File: config.mk
export PLATFORM = sky130hd
export DESIGN_NAME = poly_sched
export DESIGN_NICKNAME = d
export VERILOG_FILES = /design/src/rtl/poly_sched_pkg.sv /design/src/rtl/poly_sched_rr_arbiter2.sv /design/src/rtl/poly_sched.sv
export SDC_FILE = /design/constraint.sdc
export NUM_CORES = 1
export LEC_CHECK = 0
export CAP_MARGIN = 20
export CORE_UTILIZATION = 40
export DETAILED_ROUTE_END_ITERATION = 10
export PLACE_DENSITY = 0.81
export SETUP_SLACK_MARGIN = 0.1
export SLEW_MARGIN = 20
export SYNTH_ARGS = -nofsm -noshare
export SYNTH_HDL_FRONTEND = slang
export SYNTH_SLANG_ARGS = --single-unit
File: constraint.sdc
create_clock -name clk -period 3.35 [get_ports clk]
set_input_delay 1.005 -clock clk [delete_from_list [all_inputs] [get_ports clk]]
set_output_delay 1.005 -clock clk [all_outputs]
set_load 0.05 [all_outputs]
File: src/rtl/poly_sched_pkg.sv
// Shared types and constants for the poly_sched job scheduler.
package poly_sched_pkg;

    localparam int unsigned DATA_W = 8;
    localparam int unsigned REQ_W  = 32;
    localparam int unsigned SEL_W  = 2;
    localparam int unsigned CNT_W  = 16;

    // Byte offsets of the operands inside a request word
    localparam int unsigned OFF_A = 24;
    localparam int unsigned OFF_B = 16;
    localparam int unsigned OFF_C = 8;
    localparam int unsigned OFF_X = 0;

    typedef enum logic [3:0] {
        IDLE, LD_A, LD_B, LD_C, LD_X, C0, C1, C2, C3, C4, DONE
    } state_t;

    typedef enum logic [SEL_W-1:0] {
        SEL_A = 2'd0,
        SEL_B = 2'd1,
        SEL_C = 2'd2,
        SEL_X = 2'd3
    } alu_sel_t;

    typedef enum logic {
        ALU_ADD = 1'b0,
        ALU_MUL = 1'b1
    } alu_op_t;

    typedef struct packed {
        logic [DATA_W-1:0] a;
        logic [DATA_W-1:0] b;
        logic [DATA_W-1:0] c;
        logic [DATA_W-1:0] x;
    } operands_t;

    function automatic operands_t unpack_ops(input logic [REQ_W-1:0] d);
        operands_t o;
        o.a = d[OFF_A +: DATA_W];
        o.b = d[OFF_B +: DATA_W];
        o.c = d[OFF_C +: DATA_W];
        o.x = d[OFF_X +: DATA_W];
        return o;
    endfunction

endpackage

File: src/rtl/poly_sched_rr_arbiter2.sv
// Two-way round-robin arbiter; pointer moves to the other requester after each grant.
module rr_arbiter2 (
    input  logic       clk,
    input  logic       resetn,
    input  logic [1:0] req,
    input  logic       advance,
    output logic [1:0] grant_c,
    output logic       grant_id_c
);

    logic ptr;

    always_comb begin
        grant_id_c = 1'b0;
        if (req == 2'b11) begin
            grant_id_c = ptr;
        end else if (req[1]) begin
            grant_id_c = 1'b1;
        end
        grant_c = 2'b00;
        if (req != 2'b00) begin
            grant_c = grant_id_c ? 2'b10 : 2'b01;
        end
    end

    always_ff @(posedge clk) begin
        if (!resetn) begin
            ptr <= 1'b0;
        end else if (advance && (req != 2'b00)) begin
            ptr <= ~grant_id_c;
        end
    end

endmodule

File: src/rtl/poly_sched.sv
// Two-requester scheduler sequencing a shared datapath to compute a*x*x + b*x + c.
// Optional completed-job counter: define POLY_SCHED_JOB_CNT_EN.
module poly_sched
    import poly_sched_pkg::*;
(
    input  logic              clk,
    input  logic              resetn,
    input  logic [1:0]        req_valid,
    output logic [1:0]        req_ready,
    input  logic [REQ_W-1:0]  req0_data,
    input  logic [REQ_W-1:0]  req1_data,
    output logic              res_valid,
    input  logic              res_ready,
    output logic              res_id,
    output logic [DATA_W-1:0] res_data,
    output logic [DATA_W-1:0] dp_data_in,
    output logic              dp_ld_a,
    output logic              dp_ld_b,
    output logic              dp_ld_c,
    output logic              dp_ld_x,
    output logic              dp_ld_r,
    output logic              dp_ld_alu_out,
    output logic [SEL_W-1:0]  dp_alu_select_a,
    output logic [SEL_W-1:0]  dp_alu_select_b,
    output logic              dp_alu_op,
    input  logic [DATA_W-1:0] dp_result,
    output logic [CNT_W-1:0]  job_count
);

    state_t            state, next_state;
    operands_t         ops_q, win_ops, cur_ops;
    logic              id_q, win_id, idle, req_fire, res_fire;
    logic [1:0]        grant;
    logic [DATA_W-1:0] data_in_nxt;
    logic              ld_a_nxt, ld_b_nxt, ld_c_nxt, ld_x_nxt, ld_r_nxt, ld_alu_nxt;
    alu_sel_t          sel_a_nxt, sel_b_nxt;
    alu_op_t           op_nxt;

    assign idle      = (state == IDLE);
    assign req_ready = idle ? grant : 2'b00;
    assign req_fire  = |(req_valid & req_ready);
    assign res_fire  = res_valid & res_ready;
    assign win_ops   = unpack_ops(win_id ? req1_data : req0_data);
    // Operands arrive in the same cycle LD_A is entered, so bypass the latch then
    assign cur_ops   = req_fire ? win_ops : ops_q;

    rr_arbiter2 u_arb (
        .clk        (clk),
        .resetn     (resetn),
        .req        (req_valid),
        .advance    (idle),
        .grant_c    (grant),
        .grant_id_c (win_id)
    );

    always_ff @(posedge clk) begin
        if (!resetn) begin
            state <= IDLE;
        end else begin
            state <= next_state;
        end
    end

    always_comb begin
        next_state = state;
        case (state)
            IDLE:    if (req_fire) next_state = LD_A;
            LD_A:    next_state = LD_B;
            LD_B:    next_state = LD_C;
            LD_C:    next_state = LD_X;
            LD_X:    next_state = C0;
            C0:      next_state = C1;
            C1:      next_state = C2;
            C2:      next_state = C3;
            C3:      next_state = C4;
            C4:      next_state = DONE;
            DONE:    if (res_fire) next_state = IDLE;
            default: next_state = IDLE;
        endcase
    end

    // Datapath controls decoded from the next state so they are registered yet aligned with it
    always_comb begin
        data_in_nxt = '0;
        ld_a_nxt    = 1'b0;
        ld_b_nxt    = 1'b0;
        ld_c_nxt    = 1'b0;
        ld_x_nxt    = 1'b0;
        ld_r_nxt    = 1'b0;
        ld_alu_nxt  = 1'b0;
        sel_a_nxt   = SEL_A;
        sel_b_nxt   = SEL_A;
        op_nxt      = ALU_ADD;
        case (next_state)
            LD_A: begin data_in_nxt = cur_ops.a; ld_a_nxt = 1'b1; end
            LD_B: begin data_in_nxt = cur_ops.b; ld_b_nxt = 1'b1; end
            LD_C: begin data_in_nxt = cur_ops.c; ld_c_nxt = 1'b1; end
            LD_X: begin data_in_nxt = cur_ops.x; ld_x_nxt = 1'b1; end
            C0, C1: begin
                ld_a_nxt = 1'b1; ld_alu_nxt = 1'b1;
                sel_a_nxt = SEL_A; sel_b_nxt = SEL_X; op_nxt = ALU_MUL;
            end
            C2: begin
                ld_b_nxt = 1'b1; ld_alu_nxt = 1'b1;
                sel_a_nxt = SEL_B; sel_b_nxt = SEL_X; op_nxt = ALU_MUL;
            end
            C3: begin
                ld_a_nxt = 1'b1; ld_alu_nxt = 1'b1;
                sel_a_nxt = SEL_A; sel_b_nxt = SEL_B; op_nxt = ALU_ADD;
            end
            C4: begin
                ld_r_nxt = 1'b1;
                sel_a_nxt = SEL_A; sel_b_nxt = SEL_C; op_nxt = ALU_ADD;
            end
            default: ;
        endcase
    end

    // Job context, datapath controls and result holding register
    always_ff @(posedge clk) begin
        if (!resetn) begin
            ops_q           <= '0;
            id_q            <= 1'b0;
            dp_data_in      <= '0;
            dp_ld_a         <= 1'b0;
            dp_ld_b         <= 1'b0;
            dp_ld_c         <= 1'b0;
            dp_ld_x         <= 1'b0;
            dp_ld_r         <= 1'b0;
            dp_ld_alu_out   <= 1'b0;
            dp_alu_select_a <= '0;
            dp_alu_select_b <= '0;
            dp_alu_op       <= 1'b0;
            res_valid       <= 1'b0;
            res_data        <= '0;
            res_id          <= 1'b0;
        end else begin
            if (req_fire) begin
                ops_q <= win_ops;
                id_q  <= win_id;
            end
            dp_data_in      <= data_in_nxt;
            dp_ld_a         <= ld_a_nxt;
            dp_ld_b         <= ld_b_nxt;
            dp_ld_c         <= ld_c_nxt;
            dp_ld_x         <= ld_x_nxt;
            dp_ld_r         <= ld_r_nxt;
            dp_ld_alu_out   <= ld_alu_nxt;
            dp_alu_select_a <= sel_a_nxt;
            dp_alu_select_b <= sel_b_nxt;
            dp_alu_op       <= op_nxt;
            res_valid       <= (state == DONE) && !res_fire;
            // R settles on entry to DONE; capture once and hold until accepted
            if ((state == DONE) && !res_valid) begin
                res_data <= dp_result;
                res_id   <= id_q;
            end
        end
    end

`ifdef POLY_SCHED_JOB_CNT_EN
    always_ff @(posedge clk) begin
        if (!resetn) begin
            job_count <= '0;
        end else if (res_fire && (job_count != {CNT_W{1'b1}})) begin
            job_count <= job_count + CNT_W'(1);
        end
    end
`else
    assign job_count = '0;
`endif

endmodule

Word level (Yosys, flattened, before mapping):

Index checks and enable logic that the tools add are counted.

* $add $sub $neg: 0
* $mul: 0
* div/mod/pow operators: 0
* order comparisons: 0
* eq/ne operators: 20
* shifts and indexed selects: 0
* mux-type cells: 20
* bitwise operators: 3
* reductions and logical operators: 12

Operators by type and width (count)
* 32-bit 2-to-1 mux: 2
* 4-bit case mux with 11 select lines: 1
* 4-bit by 3-bit equality test with 1-bit output, second input constant: 8
* 8-bit case mux with 4 select lines: 1
* 4-bit equality test, second input constant: 5
* 4-bit by 2-bit equality test with 1-bit output, second input constant: 4
* 1-bit 2-to-1 mux: 10
* 4-bit by 1-bit equality test with 1-bit output, second input constant: 2
* 4-bit 2-to-1 mux: 2
* 4-bit OR reduction: 2
* 2-bit 2-to-1 mux: 3
* 2-bit case mux with 3 select lines: 1
* 4-bit logical NOT: 1
* 2-bit OR reduction: 2
* 1-bit logical AND: 3
* 3-bit OR reduction: 1
* 2-bit AND: 1
* 2-bit equality test, second input constant: 1
* 1-bit logical NOT: 2
* 2-bit nonzero test: 1
* 1-bit AND: 1
* 1-bit inverter: 1

* register bits: 67
* bits in latches: 0
* bits in writable memories: 0
* bits in read-only memories: 0
* input port bits: 77
* output and inout port bits: 47
* word-level logic and storage cells: 75
* memories kept: 0

Logic depth before layout (Yosys ltp):

Gate-level depths: netlist (run 1).

* depth in word-level cells: 12
* mapped depth: 7
* mapped depth without buffers: 4

Cells and area by module:

From an unflattened synthesis (run 1), not the netlist that was laid out.

* cell total of the unflattened synthesis: 300
* area total of the unflattened synthesis: 2906.5 um^2

By module, submodules not included
* poly_sched: instances 1, cells each 292, area each 2837.7 um^2, seq. area each 1141.1 um^2
* rr_arbiter2: instances 1, cells each 8, area each 68.8 um^2, seq. area each 20.0 um^2

Least setup slack after synthesis (run 1):

Ideal clock, no wire load.

* kind: input -> output
* start: input port req_valid[1]
* end: output port req_ready[0]
* data arrival time: 2.208 ns
* required time: 2.345 ns
* slack: 0.137 ns
* stages: 4
* buffers on the path: 1
* cells stage by stage: buf_2 or2_2 nand2_1 a21oi_1

* word-level cells in the longest chain between the ends: 5
* elaborated cells on any way between the ends: 7
* classes of those cells: eq/ne (1); mux (5); reduce/logical (1)

RTL lines
* start, declared: line poly_sched.sv:8 `input logic [1:0] req_valid,`
* 2-bit equality test or 1-bit 2-to-1 mux (tied branches): line poly_sched_rr_arbiter2.sv:15, poly_sched_rr_arbiter2.sv:17
* 1-bit 2-to-1 mux: line poly_sched_rr_arbiter2.sv:15 `if (req == 2'b11) begin`
* 2-bit 2-to-1 mux: line poly_sched_rr_arbiter2.sv:22 `grant_c = grant_id_c ? 2'b10 : 2'b01;`
* 2-bit 2-to-1 mux *: line poly_sched_rr_arbiter2.sv:21 `if (req != 2'b00) begin`
* 2-bit 2-to-1 mux *: line poly_sched.sv:40 `assign req_ready = idle ? grant : 2'b00;`
* end, declared: line poly_sched.sv:9 `output logic [1:0] req_ready,`

Mark *: on every way between the ends. The rest lies on a longest branch, timed or not.

Final worst setup path (run 1):

* start: input port req_valid[0]
* end: output port req_ready[0]

* word-level cells in the longest chain between the ends: 5
* elaborated cells on any way between the ends: 6
* classes of those cells: eq/ne (1); mux (4); reduce/logical (1)

RTL lines (line)
* 2-bit equality test: poly_sched_rr_arbiter2.sv:15
* 1-bit 2-to-1 mux: poly_sched_rr_arbiter2.sv:15
* 2-bit 2-to-1 mux: poly_sched_rr_arbiter2.sv:22
* 2-bit 2-to-1 mux *: poly_sched_rr_arbiter2.sv:21
* 2-bit 2-to-1 mux *: poly_sched.sv:40

Marked as above.

==> results of run 1 <==
==> per-layer routing <==
metal | vias up | routed length (um) | share of wire [%]
met4 | 0 | 150 | 2.0
met2 | 90 | 3890 | 53
met5 | - | 0 | 0
met1 | 1207 | 2900 | 39
li1 | 1283 | - | -
met3 | 15 | 414 | 5.6
==> worst reg2reg max path, cell delays in order, from the launching register on <==
cell and delay, ns:
dfxtp_1 0.34, buf_4 0.23, nand2b_1 0.23, nor3b_2 0.78
mux2i_1 0.32, nor2b_1 0.06
==> stage by stage <==
| stage | utilization (%) | cell area, sq um | std cells |
|---|---|---|---|
| global placement | 58.9 | 3820 | 480 |
| detailed placement | 58.9 | 3820 | 480 |
| global route | 62.6 | 4060 | 496 |
| finish | 62.6 | 4060 | 496 |
| CTS | 62.5 | 4060 | 496 |
| floorplan | - | 2820 | 334 |
==> Yosys cell counts, drive strengths merged <==
cell type  count
or3            1
nor4           2
buf           31
o21a           1
nor3b          1
and3           4
mux2i         24
nor2b         12
nand3          2
o211ai         2
nor2          20
conb           1
clkbuf        18
a31oi          1
nor4bb         1
and2           1
o22ai          7
o21ai         44
inv            6
a211oi         1
a21oi         36
nand2b         4
a21boi         1
or2            3
o21bai         1
a221o          3
a211o         21
xnor2          1
nor3           2
nand2          8
dfxtp         58
==> cells in the final DEF, fill, tap and decap left out, drive strengths merged, types with 2 or more instances in the layout <==
cell type and instances:
nor3 2, o22ai 7, inv 6, a221o 3, nor4 2, clkdlybuf4s50 104
dfxtp 58, nor2b 12, a211o 21, o211ai 2, mux2i 24, conb 17
bufinv 2, or2 3, a21oi 36, and3 4, clkbuf 12, nand2 8
nand2b 4, nand3 2, o21ai 44, buf 14, nor2 20
==> worst paths after layout <==
path	from	to	slack [ns]	cells after the start
worst max-delay path	req_valid[0]	req_ready[0]	0.18	5
worst min-delay path	res_data[1]$_SDFFE_PN0P_	res_data[1]$_SDFFE_PN0P_	0.51	2
worst max register to register	state[0]$_SDFF_PN0_	res_data[2]$_SDFFE_PN0P_	1.29	5
worst min register to register	res_data[1]$_SDFFE_PN0P_	res_data[1]$_SDFFE_PN0P_	0.51	2
==> power breakdown <==
group	internal (mW)	switching [mW]
registers	0.752	0.0335
logic	0.215	0.283
clock network	0.478	0.265
total	1.44	0.581
==> state kept, by name (all words and copies together), names as in the netlist, 2 cells and up <==
| name | count |
|---|---|
| dp_alu_select_b | 2 |
| dp_data_in | 8 |
| ops_q | 24 |
| res_data | 8 |
| state | 4 |
==> final cells by class <==
class / instances / area (sq um)
timing repair buffer: 118 / 1180
clock buffer: 12 / 165
inverter: 6 / 22.5
multi-input combinational: 221 / 1360
sequential: 58 / 1160
fill: 559 / 2430
tap: 77 / 96.3
clock inverter: 4 / 72.6
==> logic make-up after synthesis <==
kind of cell	count (synthesis)	share of synthesized area [%]
multiplexers	24	8.72
AO/OA/AOI/OAI	118	25.7
buffers and inverters	55	10.9
other	1	0.136
AND/OR/NAND/NOR	61	12.0
XOR/XNOR	1	0.318
flip-flops	58	42.1
==> results.toml, run 1 <==
[grt]
grt_use_met3_pct = 5.06
grt_pass1_vias = 2456
gr-usage-met1_pct = 22.5
grt-ovfl-total = 0
grt_usage_pct = 20.3
top_usage_layer = "met2"
met2_usage_pct = 37.3
grt_pass1_wl_mm = 11.4
grt_max_degree = 27
antenna_found_initial = 0

[die]
rows = 29
die_w_um = 85.0
core_sq_um = 6490
die_height_um = 85.0
dieArea_sq_um = 7220
ioPinCount = 124
start_util_pct = 42.4

[cts]
cts_tree = "yes"
postCtsHoldBufs = 0
root_buffer = "clkbuf_8"
clk_latency_ns = 0.33
cts_buffer_depth = 2
cts_made_buffers = 9
htreeDepth = 3
cts_setup_buffers = 0
cts_resized = 0
cts.sinks = 58
clk_transition_reported_paths_ns = 0.06

[synthesis]
ys_warn_count = 0
syn_area_sq_um = 2760
netlist_instances = 318
avgSynthCellArea_sq_um = 8.66
synth_seq_cells = 58
yosysTopAreaCellShare_pct = 42.1
synth_cell_types = 37
netlist_top_cells_area = "dfxtp_1 (42%), mux2i_1 (8.7%), o21ai_0 (7.4%)"
synth.yosys.seq_area_share_pct = 42.1
synth_top_area_cell = "dfxtp_1"

[drt]
vias_per_cell = 5.23
drt_iter0_drc = 110
ant_nets = 0
drt-wirelength-per-cell_um = 14.8
vias = 2595
wl_mm = 7.36
drc = 0
drtPass1Iterations = 4

[timing]
fin_ws_ns = 0.179
setup_viol = 0
slew_viol_final = 0
rsz0062_at_grt = "no"
fin_crit_ns = 3.17
hold_viol = 0
max_slew.worst_pin.slew_ns = 0.898
fin_skew_ns = 0.00815
whs_ns = 0.513
clock.fmax_mhz = 315
setup_tns_ns = 0
min_period_over_period_pct = 94.6
worst_slew_margin_rel_pct = 39.9

[finish]
areaGrowthSynthToFinish_pct = 47.5
diodes = 0
nets = 491
layout-drive-gt1-share_pct = 8.83

[placement]
pre_cts_slack_ns = 0.112
gp_congestion = 0.761
dp_hpwl_mm = 5.38
port_buffers = 106

[critical_path]
slowest_stage = "clkdlybuf4s50_1"
crit_fanout = 4
cp_cell_sequence = "clkdlybuf4s50_1, or2_2, nand2_1, a21oi_2, buf_12"
cp-end-kind = "output pin"
cp-start-kind = "primary input"
max_stage_delay_ns = 0.46
path_class = "primary input to output pin"
required_ns = 2.34
worst-path-buf-inv = 2
crit_family = "buffers and inverters"
critPathArrivalTime_ns = 2.17

[power]
power.density_nw_per_um2 = 499
power.leakage_nw = 1.60
ir_worst_vdd_mv = 0.232
total_power_mw = 2.03

[run]
cap_violations = 0

[status]
outcome = "finished, final reports clean"

[min_path]
hp-class = "flop to flop"
Note: power is estimated with default switching activity, not from simulation.
==> run 2, diff against run 1 <==
--- a/config.mk
+++ b/config.mk
@@ -5,10 +5,12 @@
 export SDC_FILE = /design/constraint.sdc
 export NUM_CORES = 1
 export LEC_CHECK = 0
+export ABC_CLOCK_PERIOD_IN_PS = 3350
 export CAP_MARGIN = 20
-export CORE_UTILIZATION = 40
+export CORE_UTILIZATION = 55
 export DETAILED_ROUTE_END_ITERATION = 10
-export PLACE_DENSITY = 0.81
+export DONT_BUFFER_PORTS = 1
+export PLACE_DENSITY = 0.74
 export SETUP_SLACK_MARGIN = 0.1
 export SLEW_MARGIN = 20
 export SYNTH_ARGS = -nofsm -noshare
==> run 2 against run 1 <==
Against the previous run: register-to-register slack got worse by 0.04 ns; sequential cell count did not move; setup slack improved by 0.051 ns; critical path depth fell by 2; critical path type unchanged; combinational power fell by 44%; first-iteration DRC count rose by 34%; utilization fell by 3.4 points; via count fell by 17%.
==> results.toml, run 2 (synthesized netlist as in run 1, its figures left out) <==
[placement]
gp_congestion = 0.826
place_area_sq_um = 2670
port_buffers = 0
dp_hpwl_mm = 3.89

[critical_path]
required_ns = 2.34
cp-end-kind = "output pin"
crit_fanout = 29
max_stage_delay_ns = 0.91
cp_cell_sequence = "or2_2, nand2_1, a21oi_1"
path_class = "primary input to output pin"
rr_worst_depth = 5
crit_family = "compound AO/OA/AOI/OAI gates"
worst-path-buf-inv = 0
r2r_start = "state[1]$_SDFF_PN0_"
worstSetupPathDepth = 3
cp-start-kind = "primary input"
critPathArrivalTime_ns = 2.11
r2r_slack_ns = 1.25
r2r_end = "ops_q[9]$_SDFF_PN0_"
slowest_stage = "a21oi_1"

[min_path]
hp-class = "flop to flop"
hold_start = "id_q$_SDFFE_PN0N_"
hold_end = "id_q$_SDFFE_PN0N_"
worstHoldPathCells = 2

[die]
die_height_um = 72.8
start_util_pct = 57.6
rows = 25
ioPinCount = 124
die_w_um = 72.8
dieArea_sq_um = 5300
core_sq_um = 4790

[timing]
whs_ns = 0.514
rsz0062_at_grt = "no"
max_slew.worst_pin.slew_ns = 1.18
setup_viol = 0
setup_tns_ns = 0
worst_slew_margin_rel_pct = 21.2
hold_viol = 0
fin_crit_ns = 3.12
fin_skew_ns = 0.00969
slew_viol_final = 0
clock.fmax_mhz = 321
min_period_over_period_pct = 93.1

[finish]
regMostFlops = "ops_q"
final_area_sq_um = 2830
diodes = 0
final_cell_mix = "dfxtp_1 (58), o21ai_0 (41), a21oi_1 (36)"
top_regs = "ops_q (24), dp_data_in (8), res_data (8)"
finalCoreUtilization_pct = 59.1
final_common_cell = "dfxtp_1"
largest_register_ffs = 24
layout-drive-gt1-share_pct = 7.57
areaGrowthSynthToFinish_pct = 2.72
fill_cells = 442
nets = 379

[cts]
cts_resized = 0
cts.sinks = 58
clk_latency_ns = 0.33
cts_setup_buffers = 0
cts_buffer_depth = 2
root_buffer = "clkbuf_8"
cts_made_buffers = 9
postCtsHoldBufs = 0
clk_transition_reported_paths_ns = 0.05
cts_tree = "yes"
htreeDepth = 3

[grt]
grt_pass1_wl_mm = 8.97
antenna_found_initial = 0
grt_pass1_vias = 1941
grt_max_degree = 43
grt_usage_pct = 22.7
grt-ovfl-total = 0

[drt]
vias = 2162
drt_iter0_drc = 147
drtPass1Iterations = 6
ant_nets = 0
drt-wirelength-per-cell_um = 15.5
drc = 0
vias_per_cell = 5.83
wl_mm = 5.75

[power]
power.leakage_nw = 1.12
ir_worst_vdd_mv = 0.295
pwr-share-seq_pct = 50.8
clkPwrFrac_pct = 32.5
p_int_mw = 1.14
p_comb_share_pct = 16.8
power.density_nw_per_um2 = 586
power_switching_mw = 0.517
p_sw_share_pct = 31.1

[run]
cap_violations = 0

[status]
outcome = "finished, final reports clean"
## run 2: changes by cell type in the layout (fill, tap and decap cells not counted), sizes merged
cell	delta
clkinvlp	-1
clkdlybuf4s50	-104
clkinv	-1
bufinv	-2
buf	-8
clkbuf	+1
## run 2: routing by layer
metal | track usage (%) | wire [um] | vias up
met5 | 0 | 0 | -
met4 | 12.9 | 166 | 0
met3 | 6.63 | 323 | 21
met2 | 36.9 | 2860 | 95
met1 | 26.9 | 2400 | 992
li1 | - | - | 1054
## run 2: stage by stage
stage	total power, mW	setup slack, ns	std cells
after floorplan	1.12	0.137	334
after global placement	1.13	0.276	358
after detailed placement	1.13	0.247	358
after CTS	1.67	0.247	371
after global routing	1.74	0.222	371
final	1.66	0.231	371
## run 2: final cells by class
cell class	count	area, sq um	share of cell area [%]
Multi-Input combinational cell	221	1360	48.0
Sequential cell	58	1160	41.0
Clock buffer	13	159	5.61
Tap cell	67	83.8	2.96
Timing Repair Buffer	6	45.0	1.59
Inverter	6	22.5	0.796
## run 2: power by group through the flow
stage	clock, mW	combinational [mW]	sequential (mW)
floorplan	0	0.272	0.844
global placement	0	0.272	0.854
detailed placement	0	0.278	0.856
CTS	0.550	0.278	0.842
global route	0.582	0.307	0.849
finish	0.539	0.278	0.842
## run 2: worst max path at each step
stage / startpoint / endpoint
final: req_valid[1] / req_ready[0]
after global routing: state[1]$_SDFF_PN0_ / req_ready[0]
after CTS: req_valid[1] / req_ready[0]
after detailed placement: req_valid[1] / req_ready[0]
after global placement: req_valid[1] / req_ready[0]
after floorplan: req_valid[1] / req_ready[0]
## run 2: worst reg2reg max path, stage by stage, from the launching register on
cell and delay (ns):
dfxtp_1 0.41, nor4_4 0.33, buf_4 0.32, and2_1 0.63
o21ai_0 0.21, a21oi_1 0.14
==> run 3, diff against run 2 <==
--- a/config.mk
+++ b/config.mk
@@ -5,12 +5,12 @@
 export SDC_FILE = /design/constraint.sdc
 export NUM_CORES = 1
 export LEC_CHECK = 0
-export ABC_CLOCK_PERIOD_IN_PS = 3350
+export ABC_CLOCK_PERIOD_IN_PS = 3300
 export CAP_MARGIN = 20
 export CORE_UTILIZATION = 55
 export DETAILED_ROUTE_END_ITERATION = 10
 export DONT_BUFFER_PORTS = 1
-export PLACE_DENSITY = 0.74
+export PLACE_DENSITY = 0.7
 export SETUP_SLACK_MARGIN = 0.1
 export SLEW_MARGIN = 20
 export SYNTH_ARGS = -nofsm -noshare
==> constraint.sdc (replaced) <==
create_clock -name clk -period 3.3 [get_ports clk]
set_input_delay 0.99 -clock clk [delete_from_list [all_inputs] [get_ports clk]]
set_output_delay 0.99 -clock clk [all_outputs]
set_load 0.05 [all_outputs]
==> run 3 against run 2 <==
Against the previous run: worst hold slack improved by 0.0060 ns; critical path depth is the same; register-to-register slack worse by 0.09 ns; combinational power grew 1%; die area stayed put; routed wire length up 0.28%; non-clock buffer count did not move; sequential cell count did not move; cell count rose by 0.81%; sequential share of layout area decreased by 0.34 points; clock-buffer cell count grew 1; critical endpoint unchanged; highest routed layer unchanged.
==> results.toml, run 3 (synthesized netlist as in run 1, its figures left out) <==
[timing]
rsz0062_at_grt = "no"
worst_slew_margin_rel_pct = 23.7
min_period_over_period_pct = 93.5
setup_viol = 0
whs_ns = 0.520
hold_viol = 0
setup_tns_ns = 0
fin_skew_ns = 0.00702
max_slew.worst_pin.slew_ns = 1.14
fin_crit_ns = 3.08
slew_viol_final = 0
clock.fmax_mhz = 324

[finish]
final_cell_mix = "dfxtp_1 (58), o21ai_0 (41), a21oi_1 (36)"
areaGrowthSynthToFinish_pct = 3.59
regMostFlops = "ops_q"
stdcell_count = 374
layout-drive-gt1-share_pct = 8.47
final_common_cell = "dfxtp_1"
fill_cells = 450
largest_register_ffs = 24
nets = 379
top_regs = "ops_q (24), dp_data_in (8), res_data (8)"
diodes = 0

[critical_path]
crit_family = "compound AO/OA/AOI/OAI gates"
critPathArrivalTime_ns = 2.09
slowest_stage = "a21oi_1"
crit_fanout = 10
path_class = "flop to output pin"
worstSetupPathDepth = 3
worst-path-buf-inv = 0
rr_worst_depth = 5
cp-end-kind = "output pin"
cp_cell_sequence = "nor4_4, nand2_1, a21oi_1"
required_ns = 2.31
cp-start-kind = "flop"
max_stage_delay_ns = 0.89

[placement]
port_buffers = 0
numPlacedInstances = 358
dp_hpwl_mm = 3.88
gp_congestion = 0.832

[drt]
wl_mm = 5.77
drt-wirelength-per-cell_um = 15.4
vias = 2130
drc = 0
drt_iter0_drc = 118
drtPass1Iterations = 4
ant_nets = 0
vias_per_cell = 5.70

[power]
pwr-share-seq_pct = 49.4
clkPwrFrac_pct = 34.3
ir_worst_vdd_mv = 0.311
power_switching_mw = 0.539
power.density_nw_per_um2 = 606
p_int_mw = 1.19
p_sw_share_pct = 31.2
total_power_mw = 1.73
p_comb_share_pct = 16.3
power.leakage_nw = 1.14

[min_path]
worstHoldPathCells = 2
hp-class = "flop to flop"

[cts]
cts_made_buffers = 9
root_buffer = "clkbuf_8"
htreeDepth = 3
cts_setup_buffers = 0
clk_latency_ns = 0.33
cts_buffer_depth = 2
cts_tree = "yes"
cts.sinks = 58
cts_resized = 0
clk_transition_reported_paths_ns = 0.06
postCtsHoldBufs = 0

[grt]
antenna_found_initial = 0
grt_usage_pct = 22.3
grt_max_degree = 43
grt-ovfl-total = 0
grt_pass1_wl_mm = 8.76
grt_pass1_vias = 1828

[die]
start_util_pct = 57.6
ioPinCount = 124
rows = 25
core_sq_um = 4790
die_height_um = 72.8
die_w_um = 72.8
dieArea_sq_um = 5300

[status]
outcome = "finished, final reports clean"

[run]
cap_violations = 0
-- run 3: final cells by class --
cell class              instances  area, sq um  area share, %
flip-flops and latches         58         1160           40.7
multi-input cells             221         1360           47.6
well taps                      67         83.8           2.94
clock buffers                  14          173           6.05
clock inverters                 2         10.0          0.351
repair buffers                  6         45.0           1.58
inverters                       6         22.5          0.789
-- run 3: worst paths after layout --
| kind | slack, ns | endpoint | startpoint |
|---|---|---|---|
| min | 0.52 | ops_q[21]$_SDFF_PN0_ | ops_q[21]$_SDFF_PN0_ |
| max reg2reg | 1.16 | ops_q[12]$_SDFF_PN0_ | state[1]$_SDFF_PN0_ |
| min reg2reg | 0.52 | ops_q[21]$_SDFF_PN0_ | ops_q[21]$_SDFF_PN0_ |
| max | 0.22 | req_ready[0] | state[1]$_SDFF_PN0_ |
-- run 3: worst reg2reg max path: stages, from the launching register on --
cell and delay, ns:
dfxtp_1 0.42, nor4_4 0.34, buf_4 0.32, and2_1 0.63
o21ai_0 0.21, a21oi_1 0.15
-- run 3: power groups by stage --
stage                     sequential, mW  clock, mW  combinational, mW
after floorplan                    0.857          0              0.276
after global placement             0.867          0              0.279
after detailed placement           0.868          0              0.283
after CTS                          0.853      0.605              0.284
after global routing               0.860      0.640              0.310
final                              0.854      0.592              0.282
-- run 3: per-layer routing --
layer	vias up	global-route usage, %	wire (um)
met5	-	0	0
met1	983	26.7	2410
met2	79	35.9	2900
met3	9	6.22	339
met4	0	12.6	112
li1	1059	-	-
-- run 3: per-stage QoR --
stage / cell area [sq um] / setup WS (ns) / utilization [%]
2_1_floorplan: 2820 / 0.117 / -
3_3_place_gp: 2670 / 0.256 / 55.8
3_5_place_dp: 2670 / 0.229 / 55.8
4_1_cts: 2850 / 0.207 / 59.6
5_1_grt: 2850 / 0.162 / 59.6
6_report: 2850 / 0.215 / 59.6
